### config.mk
export PLATFORM = sky130hd
export DESIGN_NAME = memcore_bram_pipelined
export DESIGN_NICKNAME = d
export VERILOG_FILES = /design/src/rtl/memcore_pkg.sv /design/src/rtl/memcore_rd_pipe.sv /design/src/rtl/memcore_bram_pipelined.sv
export SDC_FILE = /design/constraint.sdc
export NUM_CORES = 2
export LEC_CHECK = 0
export ABC_AREA = 1
export CAP_MARGIN = 25
export CORE_MARGIN = 8
export CORE_UTILIZATION = 30
export DETAILED_ROUTE_END_ITERATION = 8
export PLACE_DENSITY = 0.43
export SKIP_CTS_REPAIR_TIMING = 1
export SYNTH_ARGS = -nofsm -noshare
export SYNTH_HDL_FRONTEND = slang
export SYNTH_SLANG_ARGS = --single-unit
### constraint.sdc
create_clock -name clk -period 1.9 [get_ports clk]
set_input_delay 0.19 -clock clk [delete_from_list [all_inputs] [get_ports clk]]
set_output_delay 0.19 -clock clk [all_outputs]
set_load 0.05 [all_outputs]
### src/rtl/memcore_pkg.sv
// Shared constants, helpers and elaboration checks for the pipelined BRAM memory core.
// Include this file first so the parameter-check macro is defined for the other files.
package memcore_pkg;

  localparam int COLL_READ_FIRST  = 0;
  localparam int COLL_WRITE_FIRST = 1;

  function automatic int num_bytes(input int data_width, input int byte_width);
    return data_width / byte_width;
  endfunction

endpackage

`define MEMCORE_CHECK_PARAMS(LAT, RANGE, AW) \
  if ((LAT) < 1 || (LAT) > 4) begin : g_bad_read_latency \
    $error("memcore: READ_LATENCY must be in 1..4"); \
  end \
  if ((RANGE) < 1 || (RANGE) > (1 << (AW))) begin : g_bad_address_range \
    $error("memcore: ADDRESS_RANGE must be in 1..2**ADDRESS_WIDTH"); \
  end

### src/rtl/memcore_rd_pipe.sv
// Valid+data delay line of DEPTH stages; every stage holds its data while no
// valid beat is moving into it, so the last stage doubles as the q1 hold register.
module memcore_rd_pipe #(
  parameter int WIDTH = 32,
  parameter int DEPTH = 1
) (
  input  logic             clk,
  input  logic             reset,
  input  logic             in_valid,
  input  logic [WIDTH-1:0] in_data,
  output logic             out_valid,
  output logic [WIDTH-1:0] out_data
);

  logic [DEPTH-1:0]            valid_d, valid_q;
  logic [DEPTH-1:0][WIDTH-1:0] data_d,  data_q;

  // NOTE: every next-state signal is assigned on every path through always_comb,
  // otherwise the tool infers a latch to remember the unassigned case.
  always_comb begin
    valid_d[0] = in_valid;
    data_d[0]  = in_valid ? in_data : data_q[0];
    for (int k = 1; k < DEPTH; k++) begin
      valid_d[k] = valid_q[k-1];
      data_d[k]  = valid_q[k-1] ? data_q[k-1] : data_q[k];
    end
  end

  // NOTE: sequential state uses non-blocking assignments so all stages shift
  // on the same edge without depending on statement order.
  always_ff @(posedge clk) begin
    if (reset) begin
      valid_q <= '0;
      data_q  <= '0;
    end else begin
      valid_q <= valid_d;
      data_q  <= data_d;
    end
  end

  assign out_valid = valid_q[DEPTH-1];
  assign out_data  = data_q[DEPTH-1];

endmodule

### src/rtl/memcore_bram_pipelined.sv
// Simple-dual-port block RAM with byte write enables, 1..4 cycle read latency,
// a valid strobe on the read data and a selectable same-address collision mode.
module memcore_bram_pipelined
  import memcore_pkg::*;
#(
  parameter  int DATA_WIDTH     = 32,
  parameter  int BYTE_WIDTH     = 8,
  parameter  int ADDRESS_WIDTH  = 6,
  parameter  int ADDRESS_RANGE  = 64,
  parameter  int READ_LATENCY   = 1,
  parameter  int COLLISION_MODE = 0,
  localparam int NUM_BYTES      = num_bytes(DATA_WIDTH, BYTE_WIDTH)
) (
  input  logic                     clk,
  input  logic                     reset,
  input  logic [ADDRESS_WIDTH-1:0] address0,
  input  logic                     ce0,
  input  logic [NUM_BYTES-1:0]     we0,
  input  logic [DATA_WIDTH-1:0]    d0,
  input  logic [ADDRESS_WIDTH-1:0] address1,
  input  logic                     ce1,
  output logic [DATA_WIDTH-1:0]    q1,
  output logic                     q1_valid
);

  `MEMCORE_CHECK_PARAMS(READ_LATENCY, ADDRESS_RANGE, ADDRESS_WIDTH)

  if (DATA_WIDTH < BYTE_WIDTH || DATA_WIDTH % BYTE_WIDTH != 0) begin : g_bad_byte_width
    $error("memcore: DATA_WIDTH must be a multiple of BYTE_WIDTH");
  end
  if (COLLISION_MODE != COLL_READ_FIRST && COLLISION_MODE != COLL_WRITE_FIRST) begin : g_bad_coll_mode
    $error("memcore: COLLISION_MODE must be 0 or 1");
  end

  localparam logic [ADDRESS_WIDTH:0] RANGE_L = (ADDRESS_WIDTH + 1)'(ADDRESS_RANGE);

  (* ram_style = "block" *) logic [DATA_WIDTH-1:0] mem [ADDRESS_RANGE];

  logic                  wr_in_range, rd_in_range, rd_en, merge_wr;
  logic [DATA_WIDTH-1:0] ram_rd_word, rd_word;

  always_comb begin
    wr_in_range = {1'b0, address0} < RANGE_L;
    rd_in_range = {1'b0, address1} < RANGE_L;
    rd_en       = ce1 && !reset;
    // Only write-first mode forwards same-edge write bytes into the read beat.
    merge_wr    = (COLLISION_MODE == COLL_WRITE_FIRST) && ce0 && wr_in_range
                  && (address0 == address1);
    ram_rd_word = '0;
    if (rd_in_range) begin
      ram_rd_word = mem[address1];
    end
    rd_word = ram_rd_word;
    if (merge_wr) begin
      for (int b = 0; b < NUM_BYTES; b++) begin
        if (we0[b]) begin
          rd_word[b*BYTE_WIDTH +: BYTE_WIDTH] = d0[b*BYTE_WIDTH +: BYTE_WIDTH];
        end
      end
    end
  end

  // NOTE: the storage array has no reset; clearing it would stop block-RAM inference.
  always_ff @(posedge clk) begin
    if (!reset && ce0 && wr_in_range) begin
      for (int b = 0; b < NUM_BYTES; b++) begin
        if (we0[b]) begin
          mem[address0][b*BYTE_WIDTH +: BYTE_WIDTH] <= d0[b*BYTE_WIDTH +: BYTE_WIDTH];
        end
      end
    end
  end

  memcore_rd_pipe #(
    .WIDTH (DATA_WIDTH),
    .DEPTH (READ_LATENCY)
  ) u_rd_pipe (
    .clk       (clk),
    .reset     (reset),
    .in_valid  (rd_en),
    .in_data   (rd_word),
    .out_valid (q1_valid),
    .out_data  (q1)
  );

endmodule

### After elaboration in Yosys (flattened, before gate mapping)

Memory sizes are Yosys's and may differ from the RTL's. A register that Yosys moved wholly into a read port is not among the register bits.
Cells that the tools add are included.

| storage, ports and cells | value |
|---|---|
| flip-flop bits (word level) | 1 |
| memory bits (writable) | 2048 |
| output and inout port bits | 33 |
| logic and storage cells | 17 |
| memories | 1 |

| operators by class | value |
|---|---|
| multiplexer cells | 12 |
| reductions and logical operators | 3 |

Memory list:

| memory | depth | bits a word | rd ports | clocked after memory_dff | write ports | line | RTL |
|---|---|---|---|---|---|---|---|
| mem | 64 | 32 | 1 | 1 | 1 | memcore_bram_pipelined.sv:37 | `(* ram_style = "block" *) logic [DATA_WIDTH-1:0] mem [ADDRESS_RANGE];` |

Operators by type and width:

| kind | count |
|---|---|
| $mux W1 | 12 |
| $logic_and A1 B1 Y1 | 2 |
| $logic_not A1 Y1 | 1 |

### Longest topological paths before layout

| logic depth | value |
|---|---|
| depth after elaboration | 4 |
| gate-level depth with buffers | 13 |
| gate-level depth less buffers | 9 |

### By module

From an unflattened synthesis, not the netlist that was laid out.

| second synthesis, totals | value |
|---|---|
| cells, all modules | 7228 |
| area, all modules | 84482.3 sq um |

Modules (own cells, without submodules):

| module | instances | cells each | area each (sq um) | seq. area each (sq um) |
|---|---|---|---|---|
| memcore_bram_pipelined | 1 | 7022 | 83129.7 | 61499.0 |
| memcore_rd_pipe | 1 | 206 | 1352.5 | 660.6 |

### Worst setup path after synthesis

OpenSTA, ideal clock, no wires.

| path | value |
|---|---|
| kind | input -> register |
| from | input port address0[5] |
| to | memory mem[56][0], enable pin |
| setup time | 370 ps |
| arrival time | 1341 ps |
| slack | 189 ps |
| stages on the path | 4 |
| buffers on the path | 0 |
| cell sequence | inv_1 nor3_1 nand2_1 nor2_1 |

RTL lines:

| element | line | RTL |
|---|---|---|
| start: declaration | memcore_bram_pipelined.sv:16 | `input logic [ADDRESS_WIDTH-1:0] address0,` |
| end: declaration | memcore_bram_pipelined.sv:37 |  |

Straight into the memory's write port.

### Worst setup path after layout

| path | value |
|---|---|
| from | input port address0[0] |
| to | memory mem[2][25], enable pin |

Straight into the memory's write port.

==> results.json <==
{
  "cp_max_fo": 8,
  "critPathKind": "input pin to flip-flop",
  "timing.final.crit_share_pct": 102,
  "postRouteAntennaNets": 0,
  "synth_compound_area_share_pct": 0,
  "grt_pass1_wl_mm": 408,
  "grt_pass1_vias": 55800,
  "die_area_um2": 297000,
  "final_util_pct": 36.7,
  "tightestPinTransition_ps": 749,
  "finalWirelength_mm": 285,
  "drtPass1Iterations": 6,
  "dr_wl_met2_mm": 132,
  "netlist.area_leader.share_pct": 73.2,
  "clk_pin_slew_worst_paths_ps": 60,
  "synth_cells": 7042,
  "synth_top_cells_by_area": "edfxtp_1 73%, nand3_1 12%, nand2_1 9.6%",
  "syn-num-nets": 7094,
  "ys_types": 15,
  "cts_buffers": 231,
  "finalSetupTns_ps": -259,
  "dp_hpwl_mm": 187,
  "worstPathRequired_ps": 2500,
  "top_layer_used": "met5",
  "placedCellCount": 11100,
  "clock_latency_ps": 900,
  "endpoint_kind": "flip-flop",
  "dr_total_vias": 56800,
  "via_per_inst": 4.91,
  "synthMuxAreaShare_pct": 0,
  "wl_met3_mm": 14.4,
  "portBuffers": 84,
  "cap_violations": 0,
  "violations": "setup timing",
  "slew_viol_final": 0,
  "yosysWarnings": 0,
  "fin_ws_ps": -34.9,
  "max_freq_mhz": 517,
  "synth_top_family_by_area": "simple AND/OR/NAND/NOR gates",
  "antenna_found_initial": 7,
  "grt_max_degree": 66,
  "track_usage_pct": 18.4,
  "slew_headroom_pct": 50.0,
  "die_h_um": 545,
  "num_io_pins": 85,
  "root_buffer": "clkbuf_16",
  "crit_arrival_ps": 2530,
  "synthXorXnorAreaFrac_pct": 0,
  "cts_tree": "done",
  "rows": 194,
  "status": "finished with violations",
  "yosys.area_share.simple_pct": 23.0,
  "skew_ps": 66.0,
  "cts_sinks": 2081,
  "start_util_pct": 30.1,
  "layout_commonest_cell": "nand2_1",
  "syn_avg_cell_area_um2": 11.9,
  "htreeDepth": 4,
  "synth_fa_ha_area_share_pct": 0,
  "critPathLaunchType": "input pin",
  "finalCriticalPeriod_ps": 1930,
  "pre_cts_ws_ps": -921,
  "grt_remaining_overflow": 0,
  "globalplace.congestion": 0.874,
  "clockBufferDepth": 4,
  "min_path_type": "input pin to flip-flop",
  "met1_length_mm": 129,
  "r2r_cells": 8,
  "die_w_um": 545,
  "ys_ff_latch": 2081,
  "p_leak_nw": 36.4,
  "yosysTopAreaCell": "edfxtp_1",
  "drt_iter0_markers": 5738,
  "final_cells": 11600,
  "dpl_cell_area_um2": 94800,
  "syn-cell-area_um2": 84000,
  "ir_drop_mv": 0.709,
  "syn_to_final_growth_pct": 21.7,
  "drive_gt1_share_pct": 14.6,
  "setup-violations-final": 8,
  "p_per_area_nw_per_um2": 989,
  "layout_common_cells": "2144 x nand2_1, 2048 x nand3_1, 2048 x edfxtp_1",
  "fin_area_um2": 102000,
  "drcViolationCount": 0,
  "grt_setup_unrepaired": "no",
  "seq_area_frac_synth_pct": 74.0,
  "finalHoldViolCount": 0,
  "coreArea_um2": 279000,
  "routedWlPerCell_um": 24.6,
  "holdPathStages": 6,
  "final_nets": 7719
}
## path summary, 6_finish.rpt
path	startpoint	slack (ps)	endpoint
max	address0[0]	-30	mem[2][25]$_DFFE_PP_
min	address1[4]	50	u_rd_pipe.out_data[15]$_SDFFE_PP0P_
max reg2reg	mem[51][2]$_DFFE_PP_	140	u_rd_pipe.out_data[2]$_SDFFE_PP0P_
min reg2reg	u_rd_pipe.out_data[20]$_SDFFE_PP0P_	470	u_rd_pipe.out_data[20]$_SDFFE_PP0P_
## registers in the layout, summed over array words and instances, names as in the netlist
signal / flops
mem: 2048
u_rd_pipe.out_data: 32
u_rd_pipe.out_valid: 1
## cells in the mapped netlist, drive strengths merged
master,count
nor3,16
nand3,2052
nor2,257
buf,382
dfxtp,33
inv,14
edfxtp,2048
nand2,2144
clkbuf,96
## final cells by class
| cell class | instances | area (um2) |
|---|---|---|
| well taps | 3724 | 4660 |
| clock inverters | 101 | 926 |
| repair buffers | 870 | 8770 |
| diodes | 5 | 12.5 |
| flip-flops and latches | 2081 | 62200 |
| multi-input cells | 4469 | 19400 |
| inverters | 14 | 88.8 |
| clock buffers | 302 | 6260 |
| fillers | 27200 | 177000 |
## routing by layer
layer	GRT usage, %	up-vias
met3	2.38	370
met5	0	-
met2	29.7	1632
li1	-	26300
met1	26.0	28500
met4	5.46	6
## report_power, final
part / switching, mW / internal, mW / total, mW
Combinational: 5.00 / 2.17 / 7.17
Sequential: 0.0846 / 50.5 / 50.6
Clock: 18.2 / 25.1 / 43.3
## through the flow
| step | total power, mW | hold WS (ps) |
|---|---|---|
| after floorplan | 54.9 | 289 |
| after global placement | 58.8 | 464 |
| after detailed placement | 58.8 | 467 |
| after CTS | 102 | -403 |
| after global routing | 104 | 58.0 |
| final | 101 | 50.6 |
## cells by family after synthesis
logic type	after synthesis
buffers and inverters	492
DFF	2081
and+or+nand+nor	4469
## critical path: stages
cell	delay (ps)
clkdlybuf4s50_1	410
buf_4	180
buf_4	160
nor3_1	330
buf_4	220
nand2_1	200
buf_12	200
nor2_1	360
buf_4	280
Note: power is estimated with default switching activity, not from simulation.
